## src/rtl/branch_pkg.sv

```systemverilog
// Shared types and defaults for the PC redirect unit.
package branch_pkg;

  localparam int PC_W = 32;

  localparam logic [PC_W-1:0] DEFAULT_RESET_PC = 32'h0000_0000;
  localparam int unsigned DEFAULT_BUNDLE_BYTES = 8;
  localparam int unsigned DEFAULT_FLUSH_CYCLES = 2;

  typedef enum logic [1:0] {
    BOOT  = 2'd0,
    RUN   = 2'd1,
    FLUSH = 2'd2,
    FAULT = 2'd3
  } redirect_state_t;

endpackage

```

## src/rtl/redirect_flush_ctr.sv

```systemverilog
// Loadable down-counter that times the wrong-path flush window.
// It counts down to zero and then holds there. done is high while the count is zero.
module redirect_flush_ctr #(
  parameter int W = 2
) (
  input  logic         clk,
  input  logic         rst,
  input  logic         load,
  input  logic [W-1:0] load_value,
  output logic         done
);

  logic [W-1:0] count;

  // load takes priority; otherwise decrement until the terminal count
  always_ff @(posedge clk) begin
    if (rst) begin
      count <= '0;
    end else if (load) begin
      count <= load_value;
    end else if (count != '0) begin
      count <= count - W'(1);
    end
  end

  assign done = (count == '0);

endmodule

```

## src/rtl/pc_redirect_unit.sv

```systemverilog
// Fetch PC owner: sequential bundle fetch, branch redirect with flush window.
// Optional macro BR_ALIGN_CHECK_EN: misaligned redirect targets trap into FAULT.
// Without that macro, misaligned targets are silently word-aligned.
//
// state | meaning
// BOOT  | one cycle after reset, no fetch request
// RUN   | sequential fetch, fetch_pc advances on each accepted bundle
// FLUSH | fetch held, flush asserted while wrong-path bundles drain
// FAULT | misaligned redirect trapped, left only through rst
module pc_redirect_unit
  import branch_pkg::*;
#(
  parameter logic [PC_W-1:0] RESET_PC     = DEFAULT_RESET_PC,
  parameter int unsigned     BUNDLE_BYTES = DEFAULT_BUNDLE_BYTES,
  parameter int unsigned     FLUSH_CYCLES = DEFAULT_FLUSH_CYCLES
) (
  input  logic            clk,
  input  logic            rst,
  input  logic            ex_valid,
  input  logic            ex_branch_taken,
  input  logic [PC_W-1:0] ex_new_pc,
  input  logic            fetch_ready,
  output logic            fetch_valid,
  output logic [PC_W-1:0] fetch_pc,
  output logic            flush,
  output logic [31:0]     redirect_cnt,
  output logic            fault
);

  localparam int CW = $clog2(FLUSH_CYCLES) + 1;
  localparam logic [CW-1:0] FLUSH_LOAD = CW'(FLUSH_CYCLES - 1);

  redirect_state_t state;
  logic            redirect;
  logic            ctr_load;
  logic            ctr_done;
  logic            misaligned;
  logic [PC_W-1:0] target;

  // a taken branch only redirects once fetch is live; BOOT and FAULT ignore it
  always_comb begin
    redirect = ex_valid && ex_branch_taken && ((state == RUN) || (state == FLUSH));
`ifdef BR_ALIGN_CHECK_EN
    misaligned = (ex_new_pc[1:0] != 2'b00);
    target     = ex_new_pc;
`else
    misaligned = 1'b0;
    target     = ex_new_pc & ~PC_W'(3);
`endif
    ctr_load = redirect && !misaligned;
  end

  redirect_flush_ctr #(
    .W (CW)
  ) u_flush_ctr (
    .clk        (clk),
    .rst        (rst),
    .load       (ctr_load),
    .load_value (FLUSH_LOAD),
    .done       (ctr_done)
  );

  // control FSM with registered outputs, PC register and saturating redirect count
  always_ff @(posedge clk) begin
    if (rst) begin
      state        <= BOOT;
      fetch_pc     <= RESET_PC;
      fetch_valid  <= 1'b0;
      flush        <= 1'b0;
      redirect_cnt <= '0;
      fault        <= 1'b0;
    end else begin
      case (state)
        BOOT: begin
          state       <= RUN;
          fetch_valid <= 1'b1;
        end
        RUN, FLUSH: begin
          if (redirect) begin
            // the redirect beats any sequential advance; an accepted bundle is dropped
            fetch_pc    <= target;
            fetch_valid <= 1'b0;
            flush       <= 1'b1;
            if (misaligned) begin
              state <= FAULT;
              fault <= 1'b1;
            end else begin
              state <= FLUSH;
              if (redirect_cnt != 32'hFFFF_FFFF) begin
                redirect_cnt <= redirect_cnt + 32'd1;
              end
            end
          end else if (state == RUN) begin
            if (fetch_valid && fetch_ready) begin
              fetch_pc <= fetch_pc + PC_W'(BUNDLE_BYTES);
            end
          end else if (ctr_done) begin
            state       <= RUN;
            flush       <= 1'b0;
            fetch_valid <= 1'b1;
          end
        end
        default: begin
          // FAULT: everything is held until reset
          state <= FAULT;
        end
      endcase
    end
  end

endmodule

```

## config.mk

```make
export PLATFORM = sky130hd
export DESIGN_NAME = pc_redirect_unit
export DESIGN_NICKNAME = d
export VERILOG_FILES = /design/src/rtl/branch_pkg.sv /design/src/rtl/redirect_flush_ctr.sv /design/src/rtl/pc_redirect_unit.sv
export SDC_FILE = /design/constraint.sdc
export NUM_CORES = 1
export LEC_CHECK = 0
export ABC_CLOCK_PERIOD_IN_PS = 2900
export CORE_MARGIN = 1
export CORE_UTILIZATION = 40
export DETAILED_ROUTE_END_ITERATION = 6
export GPL_ROUTABILITY_DRIVEN = 0
export MAX_ROUTING_LAYER = met4
export PLACE_DENSITY = 0.79
export SKIP_LAST_GASP = 1
export SLEW_MARGIN = 20
export SYNTH_ARGS = -nofsm -noshare
export SYNTH_HDL_FRONTEND = slang
export SYNTH_HIERARCHICAL = 1
export SYNTH_SLANG_ARGS = --single-unit
```

## constraint.sdc

```tcl
create_clock -name clk -period 2.9 [get_ports clk]
set_input_delay 0.58 -clock clk [delete_from_list [all_inputs] [get_ports clk]]
set_output_delay 0.58 -clock clk [all_outputs]
set_load 0.02 [all_outputs]
```

==> impl_metrics.csv, run 1 <==
group,metric,value,unit
routing,vias_per_instance,5.72,
clock_tree,hold_buffers,0,
sta,holdWs,0.465,ns
floorplan,fp.dieW,98.7,um
logic_synthesis,synth.top_cells.by_area,"dfxtp_1, nor2_1, xor2_1, nand3_1, a211oi_1",
grt,grt.total_usage,0.218,
critical_path,worst-path-max-fanout,8,
routing,detail_route.first_pass.iterations,4,
layout,final_area,5040,um2
sta,clock_skews,0.0114,ns
sta,worst_pin_slew,0.637,ns
logic_synthesis,ys_seq_area_frac,0.364,
clock_tree,largest_buffer_count_on_any_clock_path,2,
routing,routed_wire_length_per_instance,15.2,um
clock_tree,clock_sink_count,68,
clock_tree,cts.repair_timing.setup_buffer_count,0,
logic_synthesis,synth_cell_types,61,
clock_tree,post_cts_resize_count,0,
critical_path,worstPathCellList,"inv_1, ha_1, nand3_2, or4_1, nor4_1, xnor2_1, nor2_1",
status,run_status,"complete, no violations",
logic_synthesis,synthFlopType,"dfxtp_1",
logic_synthesis,asyncSetResetFlopFracSynth,0,
critical_path,critical-path-slowest-cell,"or4_1",
logic_synthesis,yosys.area.top_type,"dfxtp_1",
sta,setup_viol,0,
clock_tree,cts_root_buffer,"clkbuf_8",
clock_tree,max_h_tree_level,3,
logic_synthesis,ys_seq_elements,68,
clock_tree,cts_made_buffers,9,
job,cap_violations,0,
sta,layout_worst_path_cycle_share,0.829,
floorplan,starting_density_of_the_core,0.421,
clock_tree,clock_insertion_delay_worst_skew,0.34,ns
critical_path,worst-setup-path-type,"reg2reg",
sta,hold_violations,0,
sta,finalSetupTns,0,ns
floorplan,row_count,34,
layout,fraction_of_layout_instances_using_a_drive_strength_above_1,0.0836,
sta,grt_setup_unrepaired,"no",
logic_synthesis,synthesis.yosys.warnings,6,
logic_synthesis,synth_enable_flop_cells,0,
logic_synthesis,netlist_area,3740,um2
routing,drt_iter0_drc,135,
grt,first_global_vias,3622,
grt,grt.overflow.total,0,
sta,max_freq,416,MHz
layout,layout.nets,576,
logic_synthesis,synthesis.instances,438,
layout,area_delta_synth_final,34.7,%
power,ir_drop,0.349,mV
routing,count_of_nets_left_with_antenna_violations_after_detail_routing,0,
critical_path,timing.critical_path.slowest_cell_delay,0.56,ns
placement,hpwlAfterDp,7.16,mm
grt,grt_start_max_net_pins,38,
clock_tree,tritoncts,"yes",
layout,final.fill_count,795,
floorplan,y_dimension_of_the_die,98.7,um
logic_synthesis,synth_area_per_cell,8.54,um2
clock_tree,clk_transition_reported_paths,0.08,ns
min_path,min_path_type,"reg2reg",
critical_path,cp.buffers_inverters,1,
critical_path,cpLargestDelayFamily,"simple AND/OR/NAND/NOR gates",
placement,detailed_place.area,4800,um2
grt,grt_pass1_wl,16.9,mm
critical_path,critical_path_required,3.11,ns
sta,finalCriticalPeriod,2.40,ns
routing,via_count,3696,
critical_path,critPathCaptureType,"flip-flop",
sta,drv_slew,0,
critical_path,worst-endpoint-arrival,2.62,ns
routing,drt-total-wl,9.83,mm
placement,place.port_buffers,98,
routing,drc,0,
logic_synthesis,synthDominantCellAreaShare,0.364,
power,leakage_power,1.70,nW
grt,antenna_found_initial,0,
layout,final_util,0.567,
sta,relSlewSlack,0.575,
layout,antenna_cells_inserted,0,
floorplan,coreArea,8890,um2
floorplan,dieArea,9740,um2
power,power_density,651,nW/um2
floorplan,top_level_ports,104,
critical_path,worst_setup_path_start_kind,"flip-flop",
[through the flow]
stage	power [mW]	instances	worst slack (ns)
6_report	3.28	646	0.496
5_1_grt	3.46	646	0.319
4_1_cts	3.30	646	0.517
3_5_place_dp	2.37	630	0.288
3_3_place_gp	2.34	630	0.366
2_1_floorplan	1.91	441	0.721
[cell type report]
| cell class | instances | area [um2] | area share |
|---|---|---|---|
| Sequential cell | 68 | 1360 | 0.270 |
| Clock buffer | 11 | 151 | 0.0300 |
| Inverter | 13 | 48.8 | 0.00968 |
| Tap cell | 108 | 135 | 0.0268 |
| Multi-Input combinational cell | 336 | 2230 | 0.443 |
| Clock inverter | 5 | 83.8 | 0.0166 |
| Timing Repair Buffer | 105 | 1030 | 0.204 |
[report_power, final]
part	internal (mW)	switching, mW	total (mW)	leakage, nW
registers	1.09	0.190	1.28	0.552
clock network	0.533	0.387	0.920	0.112
logic	0.504	0.577	1.08	1.04
total	2.13	1.15	3.28	1.70
[cell usage after synthesis (all sizes together) (3+ instances only)]
| cell | instances |
|---|---|
| buf | 11 |
| and3 | 6 |
| xor2 | 20 |
| nor4 | 10 |
| dfxtp | 68 |
| nor3 | 11 |
| o311ai | 4 |
| inv | 13 |
| and2 | 5 |
| a31oi | 11 |
| o211ai | 8 |
| nor2b | 4 |
| and4 | 4 |
| nand3b | 3 |
| o21ai | 10 |
| clkbuf | 13 |
| o31ai | 7 |
| nand4 | 18 |
| ha | 6 |
| or3 | 16 |
| or4 | 13 |
| a22oi | 8 |
| a211oi | 18 |
| nand2 | 27 |
| nor2 | 47 |
| a21oi | 15 |
| a311oi | 3 |
| xnor2 | 12 |
| nand3 | 29 |
[state kept, by name, indices dropped and copies added, names as in the netlist]
register / flops
flush: 1
state: 2
fetch_valid: 1
redirect_cnt: 32
u_flush_ctr/count: 2
fetch_pc: 30
[worst register-to-register path, stage by stage, from the launching register on]
cell	delay, ns
dfxtp_1	0.39
inv_1	0.06
ha_1	0.39
nand3_2	0.21
or4_1	0.56
nor4_1	0.40
xnor2_1	0.20
nor2_1	0.07
[layout by cell type, fill, tap and decap left out, types with 6 or more instances in the layout]
cell,Yosys,final
clkdlybuf4s50_1,0,97
dfxtp_1,68,68
nor2_1,47,47
nand3_1,29,28
nand2_1,26,26
xor2_1,20,20
a211oi_1,18,18
or3_1,15,15
a21oi_1,15,15
nand4_1,14,14
or4_1,13,13
inv_1,12,12
xnor2_1,12,12
a31oi_1,11,11
clkbuf_8,0,11
a22oi_1,8,8
nor4_1,8,8
o211ai_1,7,7
nor3_1,7,7
o31ai_1,7,7
buf_4,4,7
and3_1,6,6
ha_1,6,6
[metal layers]
metal,vias up,track usage,part of all wire
li1,1814,-,-
met1,1729,0.262,0.45
met2,134,0.352,0.47
met3,19,0.0645,0.064
met4,0,0.0666,0.016
met5,-,-,0
[cell families (layout without fill, tap and decap cells)]
logic type / Yosys count / after routing / synth area share
xor+xnor: 32 / 32 / 0.0749
fa+ha+maj: 6 / 6 / 0.0201
compound gates: 91 / 91 / 0.180
other cells: 2 / 5 / 0.00201
flops: 68 / 68 / 0.364
buf+inv: 37 / 134 / 0.0442
simple gates: 198 / 198 / 0.303
mux: 4 / 4 / 0.0114
[worst paths after layout]
kind / start / endpoint / cells past startpoint / slack, ns
hold reg to reg: fetch_pc[2] / fetch_pc[2] / 2 / 0.46
hold / removal: fetch_pc[2] / fetch_pc[2] / 2 / 0.46
setup reg to reg: state[0] / redirect_cnt[30] / 7 / 0.50
setup / recovery: state[0] / redirect_cnt[30] / 7 / 0.50
(Power assumes the default switching activity.)
==> run 2: changes to the inputs <==
--- a/config.mk
+++ b/config.mk
@@ -5,13 +5,13 @@
 export SDC_FILE = /design/constraint.sdc
 export NUM_CORES = 1
 export LEC_CHECK = 0
-export ABC_CLOCK_PERIOD_IN_PS = 2900
+export ABC_CLOCK_PERIOD_IN_PS = 2200
 export CORE_MARGIN = 1
 export CORE_UTILIZATION = 40
 export DETAILED_ROUTE_END_ITERATION = 6
 export GPL_ROUTABILITY_DRIVEN = 0
 export MAX_ROUTING_LAYER = met4
-export PLACE_DENSITY = 0.79
+export PLACE_DENSITY = 0.81
 export SKIP_LAST_GASP = 1
 export SLEW_MARGIN = 20
 export SYNTH_ARGS = -nofsm -noshare
==> constraint.sdc (replaced) <==
create_clock -name clk -period 2.2 [get_ports clk]
set_input_delay 0.44 -clock clk [delete_from_list [all_inputs] [get_ports clk]]
set_output_delay 0.44 -clock clk [all_outputs]
set_load 0.02 [all_outputs]
==> impl_metrics.csv, run 2 (same netlist as run 1, synthesis figures left out) <==
group,metric,value,unit
status,run_status,"complete, no violations",
layout,top_register,"redirect_cnt",
clock_tree,clk_transition_reported_paths,0.09,ns
floorplan,coreArea,8890,um2
floorplan,y_dimension_of_the_die,98.7,um
critical_path,worst-path-stages,6,
clock_tree,tritoncts,"yes",
layout,largest_register_ff_count,32,
grt,grt_start_max_net_pins,43,
sta,drv_slew,0,
layout,layout.nets,609,
grt,grt.total_usage,0.218,
routing,detail_route.first_pass.iterations,4,
sta,relSlewSlack,0.496,
clock_tree,cts_root_buffer,"clkbuf_8",
clock_tree,clock_insertion_delay_worst_skew,0.35,ns
layout,area_delta_synth_final,41.6,%
routing,via_count,3857,
placement,detailed_place.area,5050,um2
critical_path,cp.buffers_inverters,1,
clock_tree,cts_made_buffers,9,
critical_path,worst_r2r_path_depth,6,
min_path,holdPathStages,2,
sta,setup_viol,0,
clock_tree,clock_sink_count,68,
layout,layout.cells.most_common_list,"clkdlybuf4s50_1, dfxtp_1, nor2_1",
layout,top_regs,"redirect_cnt x32, fetch_pc x30",
power,ir_drop,0.457,mV
grt,grt_pass1_wl,16.8,mm
floorplan,dieArea,9740,um2
sta,hold_violations,0,
critical_path,critical-path-slowest-cell,"or3_4",
critical_path,worstPathCellList,"nand3_1, or3_4, o311ai_4, buf_4, xor2_1, nor2_1",
layout,layout.cells.most_common,"clkdlybuf4s50_1",
routing,vias_per_instance,5.68,
layout,antenna_cells_inserted,0,
routing,drc,0,
clock_tree,max_h_tree_level,3,
clock_tree,hold_buffers,0,
critical_path,worst-path-max-fanout,11,
grt,antenna_found_initial,0,
power,p_total,4.36,mW
placement,place.port_buffers,98,
routing,drt_iter0_drc,160,
routing,drt-total-wl,10.3,mm
sta,worst_pin_slew,0.755,ns
job,cap_violations,0,
critical_path,worst-endpoint-arrival,2.31,ns
layout,final_area,5290,um2
routing,count_of_nets_left_with_antenna_violations_after_detail_routing,0,
critical_path,critical_path_required,2.40,ns
grt,grt.overflow.total,0,
sta,max_freq,474,MHz
routing,routed_wire_length_per_instance,15.1,um
critical_path,timing.critical_path.slowest_cell_delay,0.53,ns
layout,fraction_of_layout_instances_using_a_drive_strength_above_1,0.142,
floorplan,fp.dieW,98.7,um
floorplan,top_level_ports,104,
floorplan,starting_density_of_the_core,0.421,
clock_tree,largest_buffer_count_on_any_clock_path,2,
power,leakage_power,1.86,nW
grt,first_global_vias,3669,
power,power_density,824,nW/um2
critical_path,worst-setup-path-type,"reg2reg",
floorplan,row_count,34,
placement,hpwlAfterDp,7.56,mm
sta,clock_skews,0.0127,ns
critical_path,critPathCaptureType,"flip-flop",
sta,finalCriticalPeriod,2.11,ns
min_path,min_path_type,"reg2reg",
sta,layout_worst_path_cycle_share,0.958,
critical_path,cpLargestDelayFamily,"simple AND/OR/NAND/NOR gates",
sta,grt_setup_unrepaired,"no",
critical_path,worst_setup_path_start_kind,"flip-flop",
## run 2: cell types whose count changed in the layout (fill, tap and decap cells not counted), sizes merged
cell,delta
buf,+33
bufinv,-1
inv,+1
## run 2: area by class of cell
| type | count | area, um2 |
|---|---|---|
| Inverter | 13 | 48.8 |
| Timing Repair Buffer | 138 | 1290 |
| Fill cell | 769 | 3600 |
| Sequential cell | 68 | 1360 |
| Multi-Input combinational cell | 336 | 2250 |
| Tap cell | 108 | 135 |
| Clock inverter | 5 | 58.8 |
| Clock buffer | 11 | 151 |
## run 2: worst min-delay path: cells and delay by family (launching register included)
| family | cells | cell delay (ns) |
|---|---|---|
| compound gates | 1 | 0.05 |
| flops | 1 | 0.31 |
| simple gates | 1 | 0.06 |
## run 2: timing repair
item | in CTS | in global routing
buffers inserted | 0 | 2
gates cloned | 0 | 0
pin swaps | 0 | 2
resized for setup | 1 | 3
endpoints found under the setup margin | 1 | 15
## run 2: final timing paths
kind	from	endpoint	slack (ns)
max	redirect_cnt[18]	redirect_cnt[11]	0.09
min	fetch_pc[2]	fetch_pc[2]	0.47
max reg2reg	redirect_cnt[18]	redirect_cnt[11]	0.09
min reg2reg	fetch_pc[2]	fetch_pc[2]	0.47
## run 2: where the power goes
part / internal (mW) / total (mW) / switching [mW]
Sequential: 1.44 / 1.67 / 0.235
Clock: 0.588 / 1.10 / 0.509
Combinational: 0.785 / 1.59 / 0.807
## run 2: per-layer routing
layer	vias to the layer above	global-route usage	part of all wire
met5	-	-	0
met2	126	0.354	0.48
met1	1834	0.256	0.43
met4	0	0.0723	0.013
met3	15	0.0702	0.071
li1	1882	-	-
## run 2: per-stage QoR
stage / utilization / setup slack, ns / cells / hold WS [ns] / TNS (ns)
finish: 0.595 / 0.0922 / 679 / 0.468 / 0
floorplan: - / 0.0212 / 441 / 0.494 / 0
global placement: 0.568 / -0.0986 / 661 / 0.448 / -0.302
global route: 0.595 / 0.00271 / 679 / 0.503 / 0
detailed placement: 0.568 / -0.123 / 661 / 0.462 / -0.477
CTS: 0.591 / 0.00705 / 677 / 0.472 / 0
